<file path="src/rtl/round_sequencer.sv">
// Round/stage sequencer: launches each datapath stage in turn, waits for its
// completion pulse, and ping-pongs the buffer bank between stages.
module round_sequencer #(
   parameter int NUM_ROUNDS = 24,
   parameter int NUM_STAGES = 5,
   parameter int TIMEOUT    = 1023
) (
   input  logic                  clk,
   input  logic                  rst,
   input  logic                  start,
   input  logic [NUM_STAGES-1:0] stage_done,
   output logic [NUM_STAGES-1:0] stage_start,
   output logic [2:0]            stage_idx,
   output logic [4:0]            round_idx,
   output logic                  bank_sel,
   output logic                  busy,
   output logic                  done,
   output logic                  err
);

   typedef enum logic [2:0] {
      IDLE,
      LAUNCH,
      WAIT,
      ADVANCE,
      FINISH
   } state_t;

   localparam logic [2:0]  LAST_STAGE = 3'(NUM_STAGES - 1);
   localparam logic [4:0]  LAST_ROUND = 5'(NUM_ROUNDS - 1);
   localparam logic [15:0] LAST_WAIT  = 16'(TIMEOUT - 1);

   state_t          state, state_n;
   logic [2:0]      stage_n;
   logic [4:0]      round_n;
   logic            bank_n, err_n;
   logic [15:0]     wait_cnt, wait_n;
   logic [NUM_STAGES-1:0] sel_mask;
   logic            hit, stray;

   assign sel_mask = NUM_STAGES'(1) << stage_idx;
   assign hit      = (state == WAIT) && |(stage_done & sel_mask);
   // Any completion bit not belonging to the stage currently awaited is stray.
   assign stray    = (state == WAIT) ? |(stage_done & ~sel_mask)
                                     : (state != IDLE) && |stage_done;

   // NOTE: all sequential state uses non-blocking assignments so every
   // register samples the pre-edge values computed by the comb block.
   always_ff @(posedge clk) begin
      if (rst) begin
         state     <= IDLE;
         stage_idx <= '0;
         round_idx <= '0;
         bank_sel  <= 1'b0;
         err       <= 1'b0;
         wait_cnt  <= '0;
      end else begin
         state     <= state_n;
         stage_idx <= stage_n;
         round_idx <= round_n;
         bank_sel  <= bank_n;
         err       <= err_n;
         wait_cnt  <= wait_n;
      end
   end

   // NOTE: every comb output gets a hold default first, so no path can infer a latch.
   always_comb begin
      state_n = state;
      stage_n = stage_idx;
      round_n = round_idx;
      bank_n  = bank_sel;
      err_n   = err | stray;
      wait_n  = wait_cnt;
      unique case (state)
         IDLE: begin
            if (start) begin
               stage_n = '0;
               round_n = '0;
               bank_n  = 1'b0;
               err_n   = 1'b0;
               state_n = LAUNCH;
            end
         end
         LAUNCH: begin
            wait_n  = '0;
            state_n = WAIT;
         end
         WAIT: begin
            if (hit) begin
               state_n = ADVANCE;
            end else if (wait_cnt == LAST_WAIT) begin
               err_n   = 1'b1;
               state_n = FINISH;
            end else begin
               wait_n = wait_cnt + 16'd1;
            end
         end
         ADVANCE: begin
            bank_n = ~bank_sel;
            if (stage_idx < LAST_STAGE) begin
               stage_n = stage_idx + 3'd1;
               state_n = LAUNCH;
            end else if (round_idx < LAST_ROUND) begin
               stage_n = '0;
               round_n = round_idx + 5'd1;
               state_n = LAUNCH;
            end else begin
               state_n = FINISH;
            end
         end
         FINISH:  state_n = IDLE;
         default: state_n = IDLE;
      endcase
   end

   // Moore outputs: decoded purely from registered state and counters.
   assign stage_start = (state == LAUNCH) ? sel_mask : '0;
   assign busy        = (state != IDLE);
   assign done        = (state == FINISH);

endmodule

</file>
<file path="config.mk">
export PLATFORM = sky130hd
export DESIGN_NAME = round_sequencer
export DESIGN_NICKNAME = d
export VERILOG_FILES = /design/src/rtl/round_sequencer.sv
export SDC_FILE = /design/constraint.sdc
export NUM_CORES = 1
export LEC_CHECK = 0
export CORE_MARGIN = 5
export CORE_UTILIZATION = 45
export CTS_CLUSTER_DIAMETER = 120
export DETAILED_ROUTE_END_ITERATION = 10
export PLACE_DENSITY = 0.78
export SETUP_SLACK_MARGIN = 0.15
export SYNTH_ARGS = -nofsm -noshare
export SYNTH_HDL_FRONTEND = slang
export SYNTH_SLANG_ARGS = --single-unit
</file>
<file path="constraint.sdc">
create_clock -name clk -period 4.43 [get_ports clk]
set_input_delay 0.443 -clock clk [delete_from_list [all_inputs] [get_ports clk]]
set_output_delay 0.443 -clock clk [all_outputs]
set_load 0.01 [all_outputs]
</file>
# Yosys cells after proc, flatten, opt, wreduce, memory -nomap -nowiden
# Cells that the tools add are included.
# classes
mul,0
order_cmp,2
shift,1
div,0
reduce_logical,14
mux,25
addsub,3
eq_ne,12
bitwise,5
# ops
operator,count
16-bit two-way mux,2
16-bit case mux with 2 select lines,1
3-bit two-way mux,8
5-bit two-way mux,4
16-bit by 1-bit adder with 16-bit output (second input constant),1
16-bit by 10-bit equality test with 1-bit output (second input constant),1
5-bit OR reduction,3
3-bit case mux with 4 select lines,1
5-bit AND,2
2-bit != test (second input constant),5
5-bit case mux with 2 select lines,1
3-bit by 2-bit equality test with 1-bit output (second input constant),2
3-bit case mux with 2 select lines,1
3-bit AND reduction,2
5-bit by 1-bit adder with 5-bit output (second input constant),1
5-bit less-than comparator (second input constant),1
1-bit two-way mux,5
5-bit NOT,1
1-bit by 3-bit left shift with 5-bit output (first input constant),1
1-bit case mux with 2 select lines,2
2-bit AND reduction,2
4-bit AND reduction,1
2-bit nonzero test,2
3-bit by 1-bit adder with 3-bit output (second input constant),1
10 further kinds,11
# totals
ramBits,0
register_bits,29
rom_bits,0
inputBits,8
word_cells,68
latchBits,0
n_memories,0
output_inout_bits,17

# Longest topological paths before layout
# Gate-level depths: netlist of the first run.
# logic_depth
ltp_word,9
ltp_mapped,9

# Worst setup path before layout of the first run
# OpenSTA, ideal clock, no wires.
# synth_timing
path_type,reg2reg
startpoint,register stage_idx[0]
endpoint,register wait_cnt[14]
setup_ns,0.070
synth_period_minus_slack_ns,2.160
t_required_ns,4.360
stages_incl_launch_ff,8
t_arrival_ns,2.090
setup_slack_ns,2.270
path_cell_list,dfxtp_1 > inv_1 > ha_1 > a22oi_2 > a31oi_2 > o31a_4 > or4_1 > a21oi_1
# synth_between
elab_chain_len,6
# synth_rtl
element,line_no,text
"start, declared",13,"output logic [2:0] stage_idx,"
"start signal, assigned",59,stage_idx <= stage_n;
1-bit by 3-bit left shift with 5-bit output,41,assign sel_mask = NUM_STAGES'(1) << stage_idx;
5-bit AND,42,assign hit = (state == WAIT) && |(stage_done & sel_mask);
5-bit OR reduction,42,
1-bit logical AND,42,
2-bit != test (no source line),n/a,
3-bit AND reduction (no source line),n/a,
"end signal, assigned",63,wait_cnt <= wait_n;
"end, declared",37,"logic [15:0] wait_cnt, wait_n;"
# No other way between the ends.
# A chain may end at the register's enable or synchronous reset.

# Worst setup path in the final report of the first run
# layout_timing
startpoint,register state[0]
endpoint,output stage_start[2]
# layout_between
elab_chain_len,2
# layout_rtl
element,line_no,text
"start, declared",33,"state_t state, state_n;"
"start signal, assigned",58,state <= state_n;
3-bit by 1-bit equality test with 1-bit output,118,assign stage_start = (state == LAUNCH) ? sel_mask : '0;
5-bit two-way mux,118,
"end, declared",12,"output logic [NUM_STAGES-1:0] stage_start,"
# No other way between the ends.

==> flow_metrics.tcl, run 1 <==
set metrics [dict create \
    clk_path_buf_depth 2 \
    grt_pass1_wl_mm 7.044 \
    ys_async_sr_fraction 0 \
    postLayoutCoreUtil 0.5572 \
    cp_max_fo 11 \
    yosysSeqAreaShare 0.3275 \
    hold_ws_ps 485.1 \
    numPortBuffers 24 \
    initialDrtViolationCount 78 \
    drv_cap 0 \
    firstDrtPassIters 4 \
    die_h_um 72.77 \
    finalSetupViolCount 0 \
    ant_nets 0 \
    synth_top_family_by_area "simple AND/OR/NAND/NOR gates" \
    h-tree-depth 2 \
    synthXorXnorAreaFrac 0.01482 \
    yosys_warnings 0 \
    cts_buffers 5 \
    drc 0 \
    initial_core_util 0.4736 \
    die_area_um2 5295 \
    cts_setup_buffers 0 \
    ir_drop_uv 149.0 \
    synth_cells 217 \
    synth_simple_gate_area_frac 0.3155 \
    p_leak_nw 0.6907 \
    synthMuxAreaShare 0.005646 \
    grt_pass1_vias 1628 \
    cts_hold_buf 0 \
    maxSlewHeadroom 0.5668 \
    fmax_ghz 0.3991 \
    critPathTopFamily "simple AND/OR/NAND/NOR gates" \
    post_dp_cell_area_um2 1999 \
    syn-num-nets 232 \
    rsz0062_at_grt "no" \
    ys_ff_latch 29 \
    cp_data_arrival_time_ps 2060 \
    fin_crit_sh 0.5656 \
    drv_slew 0 \
    routed-via-count 1627 \
    dpl.hpwl_mm 2.814 \
    synth-compound-area-share 0.2265 \
    hp-class "register to register" \
    clock_sinks 29 \
    core_area_um2 3744 \
    clock_skew_ps 4.052 \
    grt_overflow 0 \
    worstSetupPathType "register to output pin" \
    cts_tree "yes" \
    nNetsFinal 250 \
    antennaDiodeCount 0 \
    crit_required_ps 3990 \
    synth-edff-count 0 \
    grt_max_degree 26 \
    area_growth_pct 17.64 \
    place.gp.congestion 0.8363 \
    pwr_density_cell_nw_per_um2 270.9 \
    syn_area_per_cell_um2 8.170 \
    final.min_clock_period_ps 2506 \
    worstSetupStartpointType "register" \
    hold_viol 0 \
    post_cts_resized 0 \
    grt_use_total 0.1653 \
    cts_root_buf "clkbuf_8" \
    final_common_cell "dfxtp_1" \
    cts.clk_slew.worst_paths_ps 60 \
    cp_slowest_cell "clkdlybuf4s50_1" \
    die_x_um 72.77 \
    row_count 22 \
    boundaryPins 25 \
    syn_area_um2 1773 \
    post_drt_wl_per_cell_um 13.69 \
    reg2reg_slack_ps 2060 \
    critPathCaptureType "output pin" \
    clkLatencyLatePin_ps 280 \
    avgViaCountPerCell 5.749 \
    final.setup.tns_ps 0 \
    worstPathBufferInverterCount 1 \
    slowest_delay_ps 610 \
    synth_flop_cell "dfxtp_1" \
    fin_area_um2 2086 \
    antenna_found_initial 0 \
    wirelength_mm 3.875 \
    final_cell_mix "dfxtp_1, clkdlybuf4s50_1, a21oi_1" \
    synth_fa_ha_area_frac 0.04940 \
    drive_gt1_frac 0.08511 \
    max_slew.worst_pin.slew_ps 647.8 \
    outcome "completed" \
    cp_cell_sequence "nand2b_1 > nor4_1 > clkdlybuf4s50_1" \
    ys_types 56 \
]
[layer usage]
layer,global-route usage,share of wire
met1,0.2129,0.48
met2,0.2655,0.48
met3,0.04959,0.030
met4,0.04918,0.013
met5,0,0
[worst paths after layout]
check,start,end,depth (start not counted)
worst max register to register,stage_idx[0],wait_cnt[8],7
worst max-delay path,state[0],stage_start[2],3
worst min register to register,wait_cnt[15],wait_cnt[15],2
worst min-delay path,wait_cnt[15],wait_cnt[15],2
[cell type report]
type                            instances  area (µm²)
Fill cell                             359        1658
Sequential cell                        29       580.6
Multi-Input combinational cell        166        1085
Inverter                                9       33.78
Clock buffer                            7       86.33
Timing Repair Buffer                   24       240.2
Tap cell                               48       60.06
[tightest hold or removal path, stage by stage, from the launching register on]
cell and delay, ps:
dfxtp_1 320, o31ai_1 60, a21oi_1 50
[cell families after synthesis]
group,Yosys count
buf+inv,22
xor+xnor,3
simple gates,96
compound gates,59
fa+ha+maj,7
flops,29
mux,1
[power breakdown]
part	switching [mW]	internal, mW	total [mW]
combinational	0.0436	0.0309	0.0745
clock	0.0949	0.123	0.218
sequential	0.00752	0.265	0.273
total	0.146	0.419	0.565
[state kept, by name, indices dropped and copies added (netlist names)]
register and flops:
wait_cnt 16, round_idx 5, err 1, bank_sel 1
stage_idx 3, state 3
[per-stage QoR]
stage,setup WS [ps],instances,power [mW]
6_report,1924,283,0.5650
2_1_floorplan,2270,217,0.3344
3_3_place_gp,1955,276,0.3519
5_1_grt,1793,283,0.5911
4_1_cts,1918,283,0.5693
3_5_place_dp,1897,276,0.3525
[cell usage after synthesis (all sizes together), types with 5 or more instances]
cell    count  area [µm²]
dfxtp      29       580.6
a21oi      21       105.1
nor2       19       73.82
nand2      17       63.81
o21ai      10       50.05
inv         9       33.78
clkbuf      8       31.28
nor3        8       45.04
or3         8       55.05
ha          7       87.58
nand3       6       30.03
or4         6       45.04
buf         5       42.54
(Power assumes the default switching activity.)
==> inputs of run 2 (changes only) <==
==> constraint.sdc (replaced) <==
create_clock -name clk -period 2.4 [get_ports clk]
set_input_delay 0.24 -clock clk [delete_from_list [all_inputs] [get_ports clk]]
set_output_delay 0.24 -clock clk [all_outputs]
set_load 0.01 [all_outputs]
==> run 2 against run 1 <==
  * Largest power group unchanged
  * Highest routed layer unchanged
  * Sequential share of layout area shrank 1.1 points
  * Critical path type is now register to register
  * Worst hold slack lost 2.2 ps
  * Clock-buffer cell count is the same
  * Cell count grew 3.5%
  * Register-to-register slack lost 1800 ps
  * Worst setup slack lost 1700 ps
  * First-iteration DRC count grew 110%
==> flow_metrics.tcl, run 2 (synthesis gave the netlist of run 1 again) <==
set metrics [dict create \
    rsz0062_at_grt "no" \
    max_slew.worst_pin.slew_ps 491.7 \
    post_drt_wl_per_cell_um 14.98 \
    outcome "completed" \
    cts_buffers 5 \
    reg2reg_slack_ps 230 \
    cp_max_fo 7 \
    avgViaCountPerCell 5.887 \
    worstSetupPathType "register to register" \
    wirelength_mm 4.388 \
    drive_gt1_frac 0.1551 \
    h-tree-depth 2 \
    cp_data_arrival_time_ps 2380 \
    initial_core_util 0.4736 \
    regArea_um2 588.1 \
    final_common_cell "dfxtp_1" \
    pwr_density_cell_nw_per_um2 506.8 \
    final.setup.tns_ps 0 \
    die_area_um2 5295 \
    final_cell_mix "dfxtp_1, clkdlybuf4s50_1, a21oi_1" \
    grt_max_degree 18 \
    critPathCaptureType "register" \
    grt_pass1_vias 1646 \
    multiInputGateArea_um2 1122 \
    reg.largest.list "wait_cnt (16), round_idx (5)" \
    cts_tree "yes" \
    final.min_clock_period_ps 2165 \
    place.gp.congestion 0.8280 \
    clock_skew_ps 5.685 \
    hold_ws_ps 482.9 \
    drv_slew 0 \
    numPortBuffers 24 \
    dpl.hpwl_mm 2.916 \
    antennaDiodeCount 0 \
    grt_pass1_wl_mm 7.445 \
    regMostFlops "wait_cnt" \
    clk_path_buf_depth 2 \
    hold_viol 0 \
    crit_required_ps 2620 \
    fmax_ghz 0.4618 \
    maxSlewHeadroom 0.6697 \
    die_h_um 72.77 \
    num-fill-cells 334 \
    firstDrtPassIters 4 \
    boundaryPins 25 \
    grt_overflow 0 \
    drc 0 \
    nNetsFinal 259 \
    ant_nets 0 \
    finalSetupViolCount 0 \
    p_leak_nw 0.7622 \
    area_growth_pct 24.14 \
    fin_crit_sh 0.9022 \
    worstSetupStartpointType "register" \
    grt_use_total 0.1754 \
    clock_sinks 29 \
    drv_cap 0 \
    cts_hold_buf 0 \
    initialDrtViolationCount 162 \
    clkLatencyLatePin_ps 290 \
    largest_reg_flops 16 \
    hp-class "register to register" \
    routed-via-count 1725 \
    antenna_found_initial 0 \
    die_x_um 72.77 \
    cts_root_buf "clkbuf_8" \
    ir_drop_uv 348.6 \
    core_area_um2 3744 \
    cts.clk_slew.worst_paths_ps 60 \
    row_count 22 \
]
-- run 2: changes by cell type in the layout (fill, tap and decap cells not counted), moves of 2 or more --
cell | before | now
buf_4 | 0 | 7
dfxtp_1 | 29 | 25
dfxtp_2 | 0 | 3
o31a_2 | 1 | 3
-- run 2: layout make-up --
type | count | area share
Sequential cell | 29 | 0.2672
Timing Repair Buffer | 31 | 0.1342
Inverter | 9 | 0.01535
Multi-Input combinational cell | 168 | 0.5100
Clock buffer | 7 | 0.04377
Tap cell | 48 | 0.02729
Clock inverter | 1 | 0.002274
-- run 2: per-layer routing --
layer	GRT usage	up-vias	part of all wire	wire [µm]
met2	0.2745	32	0.48	2102
met3	0.05096	7	0.034	148
li1	-	856	-	-
met1	0.2283	830	0.47	2078
met4	0.06352	0	0.013	58
met5	0	-	0	0
-- run 2: final timing paths --
check / start / depth (start not counted) / to
min: bank_sel / 2 / bank_sel
min reg2reg: bank_sel / 2 / bank_sel
max reg2reg: stage_idx[0] / 7 / wait_cnt[15]
max: stage_idx[0] / 7 / wait_cnt[15]
-- run 2: report_power, final --
group	switching (mW)	internal [mW]	leakage, nW
combinational	0.0927	0.0712	0.472
clock	0.188	0.259	0.0542
sequential	0.0151	0.490	0.236
total	0.296	0.819	0.762
-- run 2: critical path, cell delays in order (launching register included) --
cell and delay (ps):
dfxtp_4 360, inv_1 70, ha_2 220, a22oi_2 230, a31oi_4 110, o31a_4 400, or4_1 550, a21oi_2 160
-- run 2: timing repair --
| action | CTS | global route |
|---|---|---|
| cloned | 1 | 1 |
| gates resized for setup | 1 | 9 |
| buffers inserted | 0 | 1 |
| pin swaps | 1 | 4 |
| setup endpoints to repair | 3 | 9 |
-- run 2: stage by stage --
| stage | cell area [µm²] | utilization | setup WS (ps) | cells | power, mW |
|---|---|---|---|---|---|
| 2_1_floorplan | 1773 | - | 240.1 | 217 | 0.6172 |
| 3_3_place_gp | 2044 | 0.5461 | 191.4 | 282 | 0.6591 |
| 3_5_place_dp | 2044 | 0.5461 | 133.4 | 282 | 0.6606 |
| 4_1_cts | 2157 | 0.5762 | 163.7 | 291 | 1.116 |
| 5_1_grt | 2201 | 0.5879 | 139.2 | 293 | 1.169 |
| 6_report | 2201 | 0.5879 | 234.6 | 293 | 1.115 |
